### src/rtl/rf_pkg.sv
// Shared types and constants for the parametrised register file.
package rf_pkg;

  typedef enum logic {
    RF_CLEAR = 1'b0,
    RF_RUN   = 1'b1
  } rf_state_t;

  localparam int unsigned RF_DATA_W = 32;
  localparam int unsigned RF_ADDR_W = 5;
  localparam int unsigned RF_NUM_RD = 2;

  // LSB position of lane `port` inside a packed bus of `width`-bit lanes.
  function automatic int unsigned slice_lsb(input int unsigned port, input int unsigned width);
    return port * width;
  endfunction

endpackage

### src/rtl/rf_clear_fsm.sv
// Zeroing sweep sequencer: walks every entry once after reset or on clear_req,
// then parks in RUN until the next request.
module rf_clear_fsm
  import rf_pkg::*;
#(
  parameter int unsigned ADDR_W = RF_ADDR_W
) (
  input  logic              clk,
  input  logic              rst,
  input  logic              clear_req,
  output logic              busy,
  output logic              clr_we,
  output logic [ADDR_W-1:0] clr_idx
);

  localparam int unsigned       DEPTH = 2 ** ADDR_W;
  localparam logic [ADDR_W-1:0] LAST  = ADDR_W'(DEPTH - 1);

  rf_state_t         state;
  logic [ADDR_W-1:0] cnt;

  always_ff @(posedge clk or posedge rst) begin
    if (rst) begin
      state <= RF_CLEAR;
      cnt   <= '0;
      busy  <= 1'b1;
    end else begin
      case (state)
        RF_CLEAR: begin
          if (cnt == LAST) begin
            state <= RF_RUN;
            cnt   <= '0;
            busy  <= 1'b0;
          end else begin
            cnt <= cnt + ADDR_W'(1);
          end
        end
        RF_RUN: begin
          if (clear_req) begin
            state <= RF_CLEAR;
            cnt   <= '0;
            busy  <= 1'b1;
          end
        end
        default: begin
          state <= RF_CLEAR;
          cnt   <= '0;
          busy  <= 1'b1;
        end
      endcase
    end
  end

  assign clr_we  = busy;
  assign clr_idx = cnt;

endmodule

### src/rtl/param_register_file.sv
// Parametrised multi-read-port register file with a self-clearing sweep.
// Build macro RF_BYPASS_EN: forward same-cycle accepted writes into reads.
module param_register_file
  import rf_pkg::*;
#(
  parameter int unsigned DATA_W   = RF_DATA_W,
  parameter int unsigned ADDR_W   = RF_ADDR_W,
  parameter int unsigned NUM_RD   = RF_NUM_RD,
  parameter int unsigned ZERO_REG = 1
) (
  input  logic                     clk,
  input  logic                     rst,
  input  logic                     clear_req,
  output logic                     busy,
  input  logic                     wr_en,
  input  logic [ADDR_W-1:0]        wr_idx,
  input  logic [DATA_W-1:0]        wr_data,
  output logic                     wr_ok,
  input  logic [NUM_RD-1:0]        rd_en,
  input  logic [NUM_RD*ADDR_W-1:0] rd_idx,
  output logic [NUM_RD*DATA_W-1:0] rd_data,
  output logic [NUM_RD-1:0]        rd_valid
);

  localparam int unsigned DEPTH = 2 ** ADDR_W;

  logic              clr_we;
  logic [ADDR_W-1:0] clr_idx;
  logic              wr_acc;
  logic              wr_keep;

  logic [DATA_W-1:0] mem     [DEPTH];
  logic [ADDR_W-1:0] rd_sel  [NUM_RD];
  logic [DATA_W-1:0] rd_next [NUM_RD];
  logic [DATA_W-1:0] rd_q    [NUM_RD];

  rf_clear_fsm #(
    .ADDR_W(ADDR_W)
  ) u_clear_fsm (
    .clk      (clk),
    .rst      (rst),
    .clear_req(clear_req),
    .busy     (busy),
    .clr_we   (clr_we),
    .clr_idx  (clr_idx)
  );

  // A write is accepted only in RUN and loses to a simultaneous clear request.
  assign wr_acc  = !busy && wr_en && !clear_req;
  assign wr_keep = wr_acc && !((ZERO_REG != 0) && (wr_idx == '0));

  always_ff @(posedge clk) begin
    if (clr_we) begin
      mem[clr_idx] <= '0;
    end else if (wr_keep) begin
      mem[wr_idx] <= wr_data;
    end
  end

  always_ff @(posedge clk or posedge rst) begin
    if (rst) begin
      wr_ok <= 1'b0;
    end else begin
      wr_ok <= wr_acc;
    end
  end

  for (genvar g = 0; g < NUM_RD; g++) begin : g_port
    assign rd_sel[g]                                = rd_idx[slice_lsb(g, ADDR_W) +: ADDR_W];
    assign rd_data[slice_lsb(g, DATA_W) +: DATA_W] = rd_q[g];
  end

  always_comb begin
    for (int p = 0; p < NUM_RD; p++) begin
      rd_next[p] = mem[rd_sel[p]];
`ifdef RF_BYPASS_EN
      if (wr_keep && (wr_idx == rd_sel[p])) begin
        rd_next[p] = wr_data;
      end
`endif
      if ((ZERO_REG != 0) && (rd_sel[p] == '0)) begin
        rd_next[p] = '0;
      end
    end
  end

  // Disabled or blocked ports hold their last data and drop valid.
  always_ff @(posedge clk or posedge rst) begin
    if (rst) begin
      for (int p = 0; p < NUM_RD; p++) begin
        rd_q[p] <= '0;
      end
      rd_valid <= '0;
    end else begin
      for (int p = 0; p < NUM_RD; p++) begin
        if (!busy && rd_en[p]) begin
          rd_q[p]     <= rd_next[p];
          rd_valid[p] <= 1'b1;
        end else begin
          rd_valid[p] <= 1'b0;
        end
      end
    end
  end

endmodule

### config.mk
export PLATFORM = sky130hd
export DESIGN_NAME = param_register_file
export DESIGN_NICKNAME = d
export VERILOG_FILES = /design/src/rtl/rf_pkg.sv /design/src/rtl/rf_clear_fsm.sv /design/src/rtl/param_register_file.sv
export SDC_FILE = /design/constraint.sdc
export NUM_CORES = 1
export LEC_CHECK = 0
export CORE_MARGIN = 2
export CORE_UTILIZATION = 35
export CTS_CLUSTER_DIAMETER = 150
export CTS_CLUSTER_SIZE = 25
export DETAILED_ROUTE_END_ITERATION = 10
export PLACE_DENSITY = 0.6
export SLEW_MARGIN = 20
export SYNTH_ARGS = -nofsm -noshare
export SYNTH_HDL_FRONTEND = slang
export SYNTH_SLANG_ARGS = --single-unit
### constraint.sdc
create_clock -name clk -period 5.7 [get_ports clk]
set_clock_uncertainty 0.1 [all_clocks]
set_input_delay 1.14 -clock clk [delete_from_list [all_inputs] [get_ports clk]]
set_output_delay 1.14 -clock clk [all_outputs]
set_load 0.005 [all_outputs]
==> results of run 1 <==
## power groups by stage
stage               Clock (mW)  Combinational (mW)  Sequential (mW)
finish                    4.25                3.87             10.6
global route              4.57                4.07             10.7
detailed placement           0                3.86             10.8
CTS                       4.32                3.88             10.6
global placement             0                3.84             10.7
floorplan                    0                1.99             10.4
## worst min path at each step
stage / endpoint / startpoint / slack, ns
after global routing: rd_data[58]$_DFFE_PP0P_ / rd_data[58]$_DFFE_PP0P_ / 0.44
after detailed placement: rd_data[58]$_DFFE_PP0P_ / rd_data[58]$_DFFE_PP0P_ / 0.40
after global placement: rd_data[58]$_DFFE_PP0P_ / rd_data[58]$_DFFE_PP0P_ / 0.39
after floorplan: rd_data[0]$_DFFE_PP0P_ / rd_data[0]$_DFFE_PP0P_ / 0.39
final: rd_data[59]$_DFFE_PP0P_ / rd_data[59]$_DFFE_PP0P_ / 0.42
after CTS: rd_data[58]$_DFFE_PP0P_ / rd_data[58]$_DFFE_PP0P_ / 0.43
## logic make-up (layout without fill, tap and decap cells)
kind of cell | after synthesis | in the layout | synth area share
mux | 647 | 647 | 0.211
fa+ha+maj | 2 | 2 | 0.000490
simple gates | 702 | 702 | 0.0729
buf+inv | 247 | 365 | 0.0263
flops | 1098 | 1098 | 0.638
other cells | 0 | 6 | 0
compound gates | 343 | 343 | 0.0506
## state kept, by name, indices dropped and copies added (netlist names)
signal	flops
u_clear_fsm.busy	1
u_clear_fsm.clr_idx	5
u_clear_fsm.state	1
mem	1024
rd_valid	2
wr_ok	1
rd_data	64
## critical path: stages
cell	delay [ns]
sky130_fd_sc_hd__clkdlybuf4s50_1	0.50
sky130_fd_sc_hd__or3b_1	0.63
sky130_fd_sc_hd__clkinv_1	0.27
sky130_fd_sc_hd__o21a_2	0.34
sky130_fd_sc_hd__a22oi_2	0.34
sky130_fd_sc_hd__nor2_4	1.00
sky130_fd_sc_hd__buf_4	0.42
## cells in the mapped netlist, types with 3 or more instances
cell type                      n  area share
sky130_fd_sc_hd__mux2_1       31      0.0068
sky130_fd_sc_hd__inv_1         7     0.00051
sky130_fd_sc_hd__or3_1        64      0.0078
sky130_fd_sc_hd__nor2b_1     125       0.015
sky130_fd_sc_hd__nand4bb_1     4     0.00088
sky130_fd_sc_hd__mux4_2      320        0.14
sky130_fd_sc_hd__nand3b_1      4     0.00059
sky130_fd_sc_hd__buf_1         8     0.00059
sky130_fd_sc_hd__clkbuf_2      7     0.00069
sky130_fd_sc_hd__and2_1       33      0.0040
sky130_fd_sc_hd__dfrtp_1      73       0.036
sky130_fd_sc_hd__mux2i_1      76       0.015
sky130_fd_sc_hd__o21ai_0      10     0.00098
sky130_fd_sc_hd__a32o_1       63       0.012
sky130_fd_sc_hd__nor2_1      103      0.0076
sky130_fd_sc_hd__mux2_2      220       0.049
sky130_fd_sc_hd__nor3_1        6     0.00059
sky130_fd_sc_hd__nand3_1      68      0.0067
sky130_fd_sc_hd__buf_6        19      0.0042
sky130_fd_sc_hd__nand2_1     146       0.011
sky130_fd_sc_hd__buf_2        81      0.0079
sky130_fd_sc_hd__a211oi_1    120       0.018
sky130_fd_sc_hd__buf_4        44      0.0065
sky130_fd_sc_hd__nand4_1       8     0.00098
sky130_fd_sc_hd__nand2b_1     62      0.0076
sky130_fd_sc_hd__nor3b_1       4     0.00059
sky130_fd_sc_hd__clkbuf_1     77      0.0057
sky130_fd_sc_hd__a21oi_1       3     0.00029
sky130_fd_sc_hd__clkinv_1      3     0.00022
sky130_fd_sc_hd__edfxtp_1   1024        0.60
sky130_fd_sc_hd__o22ai_1     130       0.016
sky130_fd_sc_hd__nor4_1       64      0.0078
## stage by stage
| stage | total power, mW | std cells | util | hold WS, ns | setup WS, ns |
|---|---|---|---|---|---|
| global placement | 14.6 | 4986 | 0.380 | 0.393 | 0.716 |
| CTS | 18.8 | 5074 | 0.390 | 0.429 | 1.38 |
| detailed placement | 14.6 | 4986 | 0.380 | 0.405 | 0.665 |
| global route | 19.3 | 5076 | 0.390 | 0.444 | 1.20 |
| finish | 18.7 | 5080 | 0.390 | 0.422 | 1.31 |
| floorplan | 12.4 | 3039 | - | 0.389 | 1.40 |
## area by class of cell
type,count,share of cell area
Antenna cell,6,0.000265
Inverter,11,0.000774
Tap cell,1917,0.0424
Timing Repair Buffer,266,0.0469
Clock buffer,87,0.0251
Sequential cell,1098,0.576
Multi-Input combinational cell,1694,0.308
Clock inverter,1,0.000155
## metal layers
metal / vias up / track usage / share of wire
met5: - / 0 / 0.000080
met4: 2 / 0.0645 / 0.032
met3: 238 / 0.0386 / 0.081
met2: 1423 / 0.346 / 0.47
met1: 16200 / 0.302 / 0.41
li1: 12500 / - / -
==> results.md, run 1 <==
| Item | This run | Unit |
|---|---|---|
| Later-pin clock latency in the skew report | 0.69 | ns |
| Level count of the clock H-tree | 2 | - |
| Die H | 386 | um |
| Outcome | completed | - |
| Antenna violations before repair | 10 | - |
| Post-DR vias/cell | 5.99 | - |
| Global-route wire length before repair | 229 | mm |
| Slew at the pin closest to its max-slew limit | 1.17 | ns |
| Share of power burned in registers | 0.565 | - |
| Yosys warns | 0 | - |
| Number of synthesized flops with an enable pin | 1,024 | - |
| Kind of end point of the critical path | register | - |
| Critical R2R Capture | mem[18][9]$_DFFE_PP_ | - |
| Count of nets after finishing | 3,175 | - |
| Final Cell Area | 56,600 | um^2 |
| Final weighted congestion of routability-driven global placement | 0.847 | - |
| Highest clock frequency the design can meet | 228 | MHz |
| Final sum of negative setup slack | 0 | ns |
| Wire length per cell | 32.0 | um |
| Largest net degree at the start of global routing | 87 | - |
| CP Launch Type | input pin | - |
| Area of the placeable core | 145,000 | um^2 |
| Layout cell share with drive strength beyond 1 | 0.255 | - |
| Time the worst path needs with I/O delays and setup | 4.39 | ns |
| Bufs on Longest Clock Path | 3 | - |
| Switching Share | 0.292 | - |
| TritonCTS clock tree | done | - |
| Fraction of the yosys area taken by sequential cells | 0.638 | - |
| Flip-flop and latch count after synthesis | 1,098 | - |
| Antenna violation net count after detailed routing | 0 | - |
| Vias in the first global route | 30,400 | - |
| Critical path class | in -> reg | - |
| Leakage power figure | 17.7 | nW |
| Launch point of the critical path | clear_req | - |
| Most common flop cell mapped by yosys | sky130_fd_sc_hd__edfxtp_1 | - |
| TritonRoute pass-1 iters | 6 | - |
| Setup slack of the worst register-to-register path | 1.82 | ns |
| Final routed wirelength across all metal layers | 163 | mm |
| # rows | 140 | - |
| Final Max Tran Viols | 0 | - |
| Effective utilization at floorplan | 0.352 | - |
| Nets in the synthesized netlist | 3,094 | - |
| Post-Syn Area | 51,100 | um^2 |
| Ports | 121 | - |
| Synthesized area per cell | 16.8 | um^2 |
| Count of endpoints failing hold in the final timing report | 0 | - |
| IR Drop Worst-Case VDD | 0.000257 | V |
| Leftover overflow at the end of global routing | 0 | - |
| Quantity of I/O buffers inserted on ports | 120 | - |
| Leading cell type in the layout, fill and taps excluded | sky130_fd_sc_hd__edfxtp_1 | - |
| DRC Markers | 0 | - |
| Combinational share of power | 0.207 | - |
| Kind of path behind the tightest hold check | reg -> reg | - |
| Internal power | 13.2 | mW |
| Number of violations reported at the end of detailed-routing iteration 0 | 3,734 | - |
| Quantity of gates resized following cts | 0 | - |
| Number of cells produced by synthesis | 3,039 | - |
| Distinct cell type count after synthesis | 54 | - |
| Total number of clock tree sinks | 1,098 | - |
| Horiz. Die Dim | 386 | um |
| Reg clk slew, reported paths | 0.10 | ns |
| Die area | 149,000 | um^2 |
| Worst setup path endpoint | mem[28][3]$_DFFE_PP_ | - |
| Number of filler instances in the final layout | 13,100 | - |
| Hold-fix buffer count after cts | 0 | - |
| Power density normalized to cell area | 330 | nW/um^2 |
| Area taken by flip-flops and latches | 32,600 | um^2 |
| Standard cell area after detailed placement | 55,200 | um^2 |
| DP HPWL | 102 | mm |
| Required time at the endpoint of the critical path | 5.98 | ns |
| Switching power summed over all nets | 5.45 | mW |
| Worst Path Max Fanout | 19 | - |
| Instance count along the most critical hold path | 1 | - |
| Multi-input gate area in the final layout | 17,500 | um^2 |
| Total number of vias | 30,400 | - |
| Buffer cell driving the clock tree root | sky130_fd_sc_hd__clkbuf_16 | - |
| # setup viols final | 0 | - |
| Post CTS Setup Buffer Count | 0 | - |
| Max-Cap Viols | 0 | - |
| RSZ-0062 raised after global routing | false | - |
| R2r startpoint | u_clear_fsm.busy$_DFFE_PP1P_ | - |
| Fraction of synthesis flops using an asynchronous set or reset pin | 0.0674 | - |
| CP Data Arrival Time | 4.67 | ns |
| CTS buffer count | 49 | - |
| Max transition margin | 0.221 | - |
| Commonest non-fill, non-tap cells in the layout | 1,024 x sky130_fd_sc_hd__edfxtp_1, 320 x sky130_fd_sc_hd__mux4_2, 220 x sky130_fd_sc_hd__mux2_2, 144 x sky130_fd_sc_hd__nand2_1, 130 x sky130_fd_sc_hd__o22ai_1 | - |
| Relative area change from synthesis to final layout | 10.8 | % |
| GRT Util Overall | 0.217 | - |
| Register-to-Register Path Depth | 7 | - |
| Share of total power in the clock network | 0.228 | - |
| Post-route fraction of the period consumed by the critical path | 0.770 | - |
(Power assumes the default switching activity.)
==> inputs of run 2 (changes only) <==
- PLACE_DENSITY: 0.6 -> 0.62
- clock period: 5.7 -> 3.8 ns (I/O delays scaled with it)
==> run 2 against run 1 <==
  * Routed wire length fell by 6.7%
  * Register-to-register slack lost 0.79 ns
  * Cell area is 2.3% higher
  * Count of clock-buffer cells in the layout up 4
  * Die area unchanged
  * Cell count increased by 1.4%
  * Sequential power up 48%
  * Total power grew 50%
  * Worst hold slack worse by 0.018 ns
  * Critical path type unchanged
  * Largest cell class unchanged
==> results.md, run 2 (synthesized netlist as in run 1, its figures left out) <==
| Item | This run | Unit | Delta |
|---|---|---|---|
| Outcome | completed | - |  |
| Buffer cell driving the clock tree root | sky130_fd_sc_hd__clkbuf_16 | - |  |
| Slew at the pin closest to its max-slew limit | 1.21 | ns | +0.0432 ns |
| Setup slack of the worst register-to-register path | 1.03 | ns | -0.79 ns |
| Instance count along the most critical hold path | 1 | - | unchanged |
| Critical R2R Capture | mem[1][1]$_DFFE_PP_ | - |  |
| Vias in the first global route | 30,500 | - | +0.082% |
| Level count of the clock H-tree | 2 | - | unchanged |
| Dpl cells | 5,059 | - | +1.5% |
| Post-route fraction of the period consumed by the critical path | 0.788 | - |  |
| GRT Util Overall | 0.202 | - | -0.0145 |
| Required time at the endpoint of the critical path | 4.32 | ns | -1.66 ns |
| Quantity of gates resized following cts | 0 | - | unchanged |
| Kind of end point of the critical path | register | - |  |
| Worst Path Max Fanout | 30 | - | +11 |
| Uppermost layer routed | met4 | - |  |
| TritonCTS clock tree | done | - |  |
| Leading cell type in the layout, fill and taps excluded | sky130_fd_sc_hd__edfxtp_1 | - |  |
| Total number of clock tree sinks | 1,098 | - | unchanged |
| Total design power | 28.1 | mW | +50% |
| Antenna violations before repair | 2 | - | -8 |
| Post-DR vias/cell | 5.86 | - | -2.3% |
| R2r startpoint | u_clear_fsm.busy$_DFFE_PP1P_ | - |  |
| Register-to-Register Path Depth | 7 | - | unchanged |
| Number of filler instances in the final layout | 12,900 | - | -1.2% |
| Critical path class | in -> reg | - |  |
| Post CTS Setup Buffer Count | 0 | - | unchanged |
| Kind of path behind the tightest hold check | reg -> reg | - |  |
| Final Max Tran Viols | 0 | - | unchanged |
| Final cell count without fillers | 5,152 | - | +1.4% |
| Later-pin clock latency in the skew report | 0.68 | ns | about the same |
| RSZ-0062 raised after global routing | false | - |  |
| Met2 WL | 73.5 | mm | -4.3% |
| Standard cell area after detailed placement | 56,400 | um^2 | +2.3% |
| Count of endpoints failing hold in the final timing report | 0 | - | unchanged |
| DRC Markers | 0 | - | unchanged |
| Number of violations reported at the end of detailed-routing iteration 0 | 3,567 | - | -4.5% |
| Hold-fix buffer count after cts | 0 | - | unchanged |
| Count of nets after finishing | 3,248 | - | +2.3% |
| Power density normalized to cell area | 485 | nW/um^2 | +47% |
| Commonest non-fill, non-tap cells in the layout | 1,024 x sky130_fd_sc_hd__edfxtp_1, 320 x sky130_fd_sc_hd__mux4_2, 220 x sky130_fd_sc_hd__mux2_2, 144 x sky130_fd_sc_hd__nand2_1, 133 x sky130_fd_sc_hd__buf_4 | - |  |
| Max-Cap Viols | 0 | - | unchanged |
| Final sum of negative setup slack | 0 | ns | unchanged |
| Wire length per cell | 29.5 | um | -8.0% |
| IR Drop Worst-Case VDD | 0.000388 | V | +51% |
| Global-route wire length before repair | 218 | mm | -4.7% |
| Layout cell share with drive strength beyond 1 | 0.271 | - | +0.0159 |
| Effective utilization at floorplan | 0.352 | - | unchanged |
| # rows | 140 | - | unchanged |
| Die area | 149,000 | um^2 | unchanged |
| Final Cell Area | 57,900 | um^2 | +2.3% |
| Antenna violation net count after detailed routing | 0 | - | unchanged |
| Final weighted congestion of routability-driven global placement | 0.820 | - | -3.2% |
| Top reg by flops | mem | - |  |
| Highest clock frequency the design can meet | 334 | MHz |  |
| Die H | 386 | um | unchanged |
| CTS buffer count | 49 | - | unchanged |
| CP Data Arrival Time | 3.52 | ns | -1.15 ns |
| TritonRoute pass-1 iters | 6 | - | unchanged |
| Hold Crit Start | rd_data[27]$_DFFE_PP0P_ | - |  |
| Relative area change from synthesis to final layout | 13.4 | % |  |
| # setup viols final | 0 | - | unchanged |
| Ports | 121 | - | unchanged |
| Area of the placeable core | 145,000 | um^2 | unchanged |
| Bufs on Longest Clock Path | 3 | - | unchanged |
| Horiz. Die Dim | 386 | um | unchanged |
| Worst min-delay path endpoint | rd_data[27]$_DFFE_PP0P_ | - |  |
| Area taken by flip-flops and latches | 32,600 | um^2 | unchanged |
| Multi-input gate area in the final layout | 17,500 | um^2 | about the same |
| Quantity of I/O buffers inserted on ports | 120 | - | unchanged |
| DP HPWL | 96.1 | mm | -5.4% |
| Largest net degree at the start of global routing | 62 | - | -29% |
| Final design utilization | 0.399 | - | +0.00886 |
| Total length of routed met3 wires | 9.26 | mm | -30% |
| Total number of vias | 30,200 | - | -0.89% |
| Number of flip-flops under the largest register name | 1,024 | - | unchanged |
| Time the worst path needs with I/O delays and setup | 3.00 | ns |  |
| Wl on met1 | 64.5 | mm | -4.2% |
| Leakage power figure | 18.3 | nW | +3.4% |
| Max transition margin | 0.194 | - | -0.0269 |
| CP Launch Type | input pin | - |  |
| Reg clk slew, reported paths | 0.10 | ns | about the same |
| Final routed wirelength across all metal layers | 152 | mm | -6.7% |
| Leftover overflow at the end of global routing | 0 | - | unchanged |
run 2: cell count changes in the layout (fill, tap and decap cells not counted), sizes merged:
cell | before | now
buf | 152 | 225
diode | 6 | 1
clkbuf | 87 | 91
run 2: cell type report:
type	count	area share
Sequential cell	1098	0.563
Multi-Input combinational cell	1694	0.302
Timing Repair Buffer	339	0.0681
Tap cell	1917	0.0414
Clock buffer	91	0.0248
Inverter	11	0.000756
Clock inverter	1	0.000151
Antenna cell	1	0.0000432
run 2: worst max path at each step:
stage                                          to  cells after the start       from  slack (ns)
after floorplan              mem[28][0]$_DFFE_PP_                      6  wr_idx[4]       -0.12
after global placement    rd_data[37]$_DFFE_PP0P_                      7  rd_idx[9]        0.16
after detailed placement      mem[5][8]$_DFFE_PP_                      6  clear_req        0.16
after CTS                     mem[5][8]$_DFFE_PP_                      6  clear_req        0.88
after global routing         mem[3][31]$_DFFE_PP_                      6  clear_req        0.73
final                     rd_data[23]$_DFFE_PP0P_                      7  rd_idx[4]        0.80
run 2: power by group:
part / internal (mW) / switching (mW)
logic: 2.74 / 3.27
clock network: 2.58 / 3.74
registers: 14.8 / 0.901
run 2: metal layers:
layer,global-route usage,vias to the layer above
met2,0.335,1202
met4,0.0595,0
met5,0,-
met3,0.0228,160
met1,0.281,16100
li1,-,12700
run 2: through the flow:
| stage | worst slack (ns) | hold WS [ns] |
|---|---|---|
| 2_1_floorplan | -0.115 | 0.389 |
| 3_3_place_gp | 0.159 | 0.380 |
| 5_1_grt | 0.726 | 0.442 |
| 3_5_place_dp | 0.155 | 0.388 |
| 4_1_cts | 0.884 | 0.411 |
| 6_report | 0.804 | 0.405 |
run 2: critical path, stage by stage:
cell	delay (ns)
sky130_fd_sc_hd__clkdlybuf4s50_1	0.60
sky130_fd_sc_hd__nand3_1	0.17
sky130_fd_sc_hd__or2_2	0.94
sky130_fd_sc_hd__o22ai_1	0.19
sky130_fd_sc_hd__nor4_1	0.45
sky130_fd_sc_hd__buf_4	0.22
sky130_fd_sc_hd__a32o_1	0.16
